$ cat config.mk
export PLATFORM = sky130hd
export DESIGN_NAME = ldl_fifo_rs_fwft
export DESIGN_NICKNAME = d
export VERILOG_FILES = /design/src/rtl/ldl_fifo_pkg.sv /design/src/rtl/ldl_fifo_ob2.sv /design/src/rtl/ldl_fifo_rs_fwft.sv
export SDC_FILE = /design/constraint.sdc
export NUM_CORES = 1
export LEC_CHECK = 0
export ABC_AREA = 1
export CAP_MARGIN = 20
export CORE_MARGIN = 10
export CORE_UTILIZATION = 33
export CTS_CLUSTER_SIZE = 8
export DETAILED_ROUTE_END_ITERATION = 12
export PLACE_DENSITY_LB_ADDON = 0.12
export SETUP_SLACK_MARGIN = 0.05
export SLEW_MARGIN = 0
export SYNTH_ARGS = -nofsm -noshare
export SYNTH_HDL_FRONTEND = slang
export SYNTH_SLANG_ARGS = --single-unit
$ cat constraint.sdc
create_clock -name clk -period 2.1 [get_ports clk]
set_input_delay 0.315 -clock clk [delete_from_list [all_inputs] [get_ports clk]]
set_output_delay 0.315 -clock clk [all_outputs]
set_load 0.01 [all_outputs]
$ cat src/rtl/ldl_fifo_pkg.sv
// ---------------------------------------------------------------------------
// ldl_fifo_pkg
//   Constants and types shared between the read-side and write-side FIFO
//   blocks.
//
//   LDL_FIFO_MEM_LAT : read latency of the backing RAM in cycles (registered
//                      read data, valid the cycle after the read enable).
//   ldl_fifo_occ_t   : width of the output-buffer occupancy count
//                      (out reg + skid reg + one in-flight RAM read, 0..3).
// ---------------------------------------------------------------------------
package ldl_fifo_pkg;

  localparam int unsigned LDL_FIFO_MEM_LAT = 1;

  typedef logic [1:0] ldl_fifo_occ_t;

endpackage

$ cat src/rtl/ldl_fifo_ob2.sv
// ---------------------------------------------------------------------------
// ldl_fifo_ob2
//   Two-entry output buffer for the read-ahead (first-word-fall-through) read
//   side. RAM words arrive one cycle after their read enable. Each word lands
//   in the out reg when the out reg is free after this cycle's pop. Otherwise
//   it lands in the skid reg. On a pop, the skid word moves into the out reg
//   so that word order is preserved. The parent limits read issue so that
//   out + skid + in-flight never exceeds two entries after a pop. Because of
//   this limit the skid reg cannot overflow.
//
// Ports
//   clk   in   clock, rising edge
//   rst   in   synchronous active-high reset; drops buffered and in-flight
//              words
//   mr    in   RAM read enable issued this cycle; becomes the in-flight flag
//   re    in   consumer pop request; ignored while the buffer is empty
//   md    in   RAM read data, valid while the in-flight flag is set
//   rd    out  out reg contents (head word)
//   empty out  out reg holds no word
//   pop   out  a word is consumed this cycle (re & out valid)
//   occ   out  out valid + skid valid + in-flight, before this cycle's pop
// ---------------------------------------------------------------------------
module ldl_fifo_ob2
  import ldl_fifo_pkg::*;
#(
  parameter int unsigned DW = 8
) (
  input  logic          clk,
  input  logic          rst,
  input  logic          mr,
  input  logic          re,
  input  logic [DW-1:0] md,
  output logic [DW-1:0] rd,
  output logic          empty,
  output logic          pop,
  output ldl_fifo_occ_t occ
);

  logic          ov_q, ov_d;
  logic          sv_q, sv_d;
  logic          pv_q;
  logic [DW-1:0] out_q, out_d;
  logic [DW-1:0] skid_q, skid_d;

  always_comb begin
    ov_d   = ov_q;
    sv_d   = sv_q;
    out_d  = out_q;
    skid_d = skid_q;
    pop    = re & ov_q;

    if (pop) begin
      if (sv_q) begin
        // The skid word moves to the head. The arriving word refills the skid.
        out_d = skid_q;
        if (pv_q) begin
          skid_d = md;
        end else begin
          sv_d = 1'b0;
        end
      end else if (pv_q) begin
        out_d = md;
      end else begin
        ov_d = 1'b0;
      end
    end else if (pv_q) begin
      // No pop happens this cycle. Head busy: park the word in the skid reg.
      // Head free: the word becomes the head.
      if (ov_q) begin
        skid_d = md;
        sv_d   = 1'b1;
      end else begin
        out_d = md;
        ov_d  = 1'b1;
      end
    end
  end

  always_ff @(posedge clk) begin
    if (rst) begin
      ov_q   <= 1'b0;
      sv_q   <= 1'b0;
      pv_q   <= 1'b0;
      out_q  <= '0;
      skid_q <= '0;
    end else begin
      ov_q   <= ov_d;
      sv_q   <= sv_d;
      pv_q   <= mr;
      out_q  <= out_d;
      skid_q <= skid_d;
    end
  end

  assign rd    = out_q;
  assign empty = ~ov_q;
  assign occ   = ldl_fifo_occ_t'({1'b0, ov_q}) + ldl_fifo_occ_t'({1'b0, sv_q})
               + ldl_fifo_occ_t'({1'b0, pv_q});

endmodule

$ cat src/rtl/ldl_fifo_rs_fwft.sv
// ---------------------------------------------------------------------------
// ldl_fifo_rs_fwft
//   Read side of a pointer-based FIFO that sits in front of a synchronous RAM
//   with one cycle of read latency. The block owns the read pointer. It
//   compares the read pointer with the write pointer from the write side and
//   issues RAM reads.
//     AHEAD = 1 : first-word-fall-through. Words are prefetched into a
//                 2-entry output buffer. rd shows the head word whenever
//                 empty is low. Sustained re gives one word per cycle.
//     AHEAD = 0 : standard read. An accepted re issues the RAM read, and
//                 rd = md in the following cycle.
//
// Configuration
//   LDL_FIFO_RS_CNT_EN  defined   : rcnt = (w_pt - r_pt) + buffered words
//                       undefined : rcnt tied to zero, no count logic
//
// Ports
//   clk   in   clock, rising edge
//   rst   in   synchronous active-high reset
//   re    in   consumer read/pop request; ignored while empty
//   empty out  no word available to the consumer
//   rd    out  read data to the consumer
//   ra    out  RAM read address (r_pt[AW-1:0])
//   mr    out  RAM read enable
//   md    in   RAM read data, valid the cycle after mr
//   w_pt  in   write pointer from the write side (AW+1 bits, wrap bit on top)
//   r_pt  out  read pointer to the write side
//   rcnt  out  occupancy seen by the consumer
// ---------------------------------------------------------------------------
module ldl_fifo_rs_fwft
  import ldl_fifo_pkg::*;
#(
  parameter int unsigned AW    = 8,
  parameter int unsigned DW    = 8,
  parameter int unsigned AHEAD = 1
) (
  input  logic          clk,
  input  logic          rst,
  input  logic          re,
  output logic          empty,
  output logic [DW-1:0] rd,
  output logic [AW-1:0] ra,
  output logic          mr,
  input  logic [DW-1:0] md,
  input  logic [AW:0]   w_pt,
  output logic [AW:0]   r_pt,
  output logic [AW:0]   rcnt
);

  logic [AW:0] r_pt_q, r_pt_d;
  logic        mem_ne;

`ifdef LDL_FIFO_RS_CNT_EN
  ldl_fifo_occ_t buf_cnt;
`endif

  assign mem_ne = (r_pt_q != w_pt);

  generate
    if (AHEAD != 0) begin : g_ahead
      ldl_fifo_occ_t occ;
      ldl_fifo_occ_t occ_after;
      logic          pop;

      ldl_fifo_ob2 #(
        .DW (DW)
      ) u_ob2 (
        .clk   (clk),
        .rst   (rst),
        .mr    (mr),
        .re    (re),
        .md    (md),
        .rd    (rd),
        .empty (empty),
        .pop   (pop),
        .occ   (occ)
      );

      // Fetch only while out + skid + in-flight stays within two entries
      // after this cycle's pop. pop implies out valid, so no underflow.
      assign occ_after = occ - ldl_fifo_occ_t'({1'b0, pop});
      assign mr        = ~rst & mem_ne & (occ_after < 2'd2);

`ifdef LDL_FIFO_RS_CNT_EN
      assign buf_cnt = occ;
`endif
    end else begin : g_std
      assign mr    = ~rst & re & mem_ne;
      assign empty = ~mem_ne;
      assign rd    = md;

`ifdef LDL_FIFO_RS_CNT_EN
      assign buf_cnt = '0;
`endif
    end
  endgenerate

  always_comb begin
    r_pt_d = r_pt_q;
    if (mr) begin
      r_pt_d = r_pt_q + 1'b1;
    end
  end

  always_ff @(posedge clk) begin
    if (rst) begin
      r_pt_q <= '0;
    end else begin
      r_pt_q <= r_pt_d;
    end
  end

  assign r_pt = r_pt_q;
  assign ra   = r_pt_q[AW-1:0];

`ifdef LDL_FIFO_RS_CNT_EN
  assign rcnt = (w_pt - r_pt_q) + {{(AW - 1){1'b0}}, buf_cnt};
`else
  assign rcnt = '0;
`endif

endmodule

==> flow_metrics.py <==
metrics = {
    "place": {
        "portBuffers": 46,
        "dpl_cell_area_um2": 2120,
        "place_hpwl_um": 3070,
        "gp_congestion": 0.842,
    },
    "worst_setup_path": {
        "r2r_slack_ns": 0.15,
        "cp_max_fo": 2,
        "critPathLaunchType": "register",
        "cp_data_required_time_ns": 1.78,
        "timing.rr.start": "g_ahead.u_ob2.ov_q",
        "critPathArrivalTime_ns": 1.93,
        "endpoint": "mr",
        "endpoint_kind": "output pin",
        "reg2reg_depth": 13,
        "reg2reg_to": "r_pt[5]",
        "crit_type": "reg2out",
        "worstSetupStartpoint": "g_ahead.u_ob2.ov_q",
    },
    "timing": {
        "rsz0062_at_grt": "yes",
        "period_needed_ns": 2.24,
        "final_hold_viol_count": 0,
        "fin_crit_sh_pct": 107,
        "finalSetupViolations": 1,
        "whs_ns": 0.443,
        "final_max_slew_viol_count": 0,
        "skew_ns": 0.0107,
        "fin_ws_ns": -0.144,
        "fmax_ghz": 0.446,
    },
    "floorplanning": {
        "core_um2": 4660,
        "die_area_um2": 7930,
        "num_rows": 25,
        "die_y_um": 89.0,
        "io-pin-count": 56,
        "die_x_um": 89.0,
        "initial_utilization_pct": 33.7,
    },
    "status": {
        "status": "finished, violations left",
        "violations": "setup timing",
    },
    "clocking": {
        "clk_latency_ns": 0.27,
        "cts.clk_slew.worst_paths_ns": 0.10,
        "cts-root-buf": "clkbuf_8",
        "cts-htree-levels": 1,
        "holdBufCountCts": 0,
        "clock_path_buffers": 2,
        "clock_sinks": 28,
        "cts_buffers": 3,
        "cts_tree": "done",
    },
    "yosys": {
        "netlist_top_cells_area": "dfxtp_1 36%, nand2_1 9.5%, buf_4 8.6%",
        "yosys.area.top_type": "dfxtp_1",
        "synth_cell_types": 24,
        "synth.cell_area_um2": 1570,
        "synth.yosys.seq_area_share_pct": 35.6,
        "synth_cells": 226,
        "ys_warn_count": 0,
        "synth_seq_cells": 28,
        "avgSynthCellArea_um2": 6.96,
        "yosysTopAreaCellShare_pct": 35.6,
    },
    "detailed_routing": {
        "vias": 1514,
        "drtPass1Iterations": 4,
        "drtIter0Drc": 100,
        "post_drt_wl_per_cell_um": 12.1,
        "drc": 0,
        "drt-vias-per-instance": 4.41,
        "drt-total-wl_um": 4140,
        "final_antenna_net_count": 0,
    },
    "global_route": {
        "grt_pass1_wl_um": 6690,
        "grt_antenna_before_repair": 0,
        "grt_start_max_net_pins": 23,
        "grt.total_usage_pct": 10.3,
        "grt_pass1_vias": 1494,
        "grt-ovfl-total": 0,
    },
    "final_layout": {
        "drive_gt1_share_pct": 20.4,
        "final_cell_area_um2": 2340,
        "layout_common_cells": "44 x clkdlybuf4s50_1, 39 x nand2_1, 28 x inv_1",
        "mostFrequentLayoutCell": "clkdlybuf4s50_1",
        "nets": 315,
        "antenna_cells": 0,
        "area_delta_synth_final_pct": 48.6,
    },
    "power": {
        "p_leak_nw": 0.985,
        "peakVddDrop_mv": 0.272,
        "power_density_nw_per_um2": 612,
    },
    "min_path": {
        "hold_class": "reg2reg",
    },
    "flow_run": {
        "cap_violations": 0,
    },
}
-- power breakdown --
| part | switching [mW] | internal (mW) | leakage, nW |
|---|---|---|---|
| logic | 0.239 | 0.278 | 0.734 |
| clock network | 0.159 | 0.129 | 0.0216 |
| registers | 0.0424 | 0.584 | 0.229 |
-- stage by stage --
step	worst slack [ns]	total power [mW]	TNS (ns)	instances	util (%)
after floorplan	0.0686	0.869	0	234	-
after global routing	-0.237	1.52	-0.237	343	50.1
after CTS	-0.132	1.44	-0.327	344	49.5
after global placement	-0.799	1.09	-3.28	330	45.4
final	-0.144	1.43	-0.144	343	50.1
after detailed placement	-0.828	1.09	-3.59	330	45.4
-- how the worst min path moves through the flow --
stage / endpoint / cells after the start / slack [ns] / from
6_report: g_ahead.u_ob2.rd[0] / 2 / 0.44 / g_ahead.u_ob2.rd[0]
4_1_cts: g_ahead.u_ob2.rd[4] / 2 / 0.45 / g_ahead.u_ob2.rd[4]
3_5_place_dp: g_ahead.u_ob2.rd[4] / 2 / 0.43 / g_ahead.u_ob2.rd[4]
3_3_place_gp: g_ahead.u_ob2.rd[1] / 2 / 0.43 / g_ahead.u_ob2.rd[1]
2_1_floorplan: g_ahead.u_ob2.ov_q / 1 / 0.38 / rst
5_1_grt: g_ahead.u_ob2.rd[2] / 2 / 0.47 / g_ahead.u_ob2.rd[2]
-- metal layers --
layer / vias to the layer above / part of all wire (%) / GRT usage [%]
met1: 659 / 46 / 12.8
li1: 815 / - / -
met3: 2 / 7.4 / 2.19
met4: 0 / 0.46 / 2.89
met5: - / 0 / 0
met2: 38 / 46 / 17.4
-- sequential cells by signal (all words and copies together) (netlist names) --
| signal | cells |
|---|---|
| r_pt | 9 |
| g_ahead.u_ob2.rd | 8 |
| g_ahead.u_ob2.skid_q | 8 |
| g_ahead.u_ob2.ov_q | 1 |
| g_ahead.u_ob2.pv_q | 1 |
| g_ahead.u_ob2.sv_q | 1 |
-- kinds of logic after synthesis --
kind of cell | count (synthesis) | share of synthesized area (%)
AND/OR/NAND/NOR | 80 | 21.6
buffers and inverters | 55 | 18.5
AO/OA/AOI/OAI | 50 | 16.3
flip-flops | 28 | 35.6
XOR/XNOR | 8 | 4.46
adder cells (fa/ha/maj) | 4 | 3.18
other | 1 | 0.238
-- critical path: stages (launching register included) --
cell,delay (ns)
dfxtp_2,0.34
nand2_2,0.06
inv_2,0.05
ha_4,0.25
inv_2,0.04
ha_4,0.27
a21oi_4,0.05
or2_1,0.24
nand2_2,0.10
nor2_4,0.04
nand2_2,0.07
inv_2,0.04
buf_6,0.11
-- cells in the mapped netlist, drive strengths merged --
library cell and number:
clkbuf 1, inv 32, or2 1, dfxtp 28
xor2 3, nand2 43, o211ai 1, conb 1
nor2 23, buf 22, o21ai 25, nand3 12
nand4 1, a21oi 24, xnor2 5, ha 4
-- repair_timing --
| item | CTS | global route |
|---|---|---|
| endpoints found under the setup margin | 10 | 18 |
| gates resized for setup | 31 | 15 |
| pin swaps | 7 | 6 |
| gates cloned | 0 | 2 |
| hold endpoints to repair | 0 | 0 |
| buffers inserted | 12 | 4 |
-- area by class of cell --
| cell class | count | area (µm²) |
|---|---|---|
| Multi-Input combinational cell | 151 | 851 |
| Timing Repair Buffer | 74 | 684 |
| Clock buffer | 3 | 41.3 |
| Sequential cell | 28 | 562 |
| Inverter | 32 | 125 |
| Timing Repair inverter | 1 | 6.26 |
| Tap cell | 54 | 67.6 |
| Fill cell | 468 | 2320 |
Power figures use the tool's default switching activity.
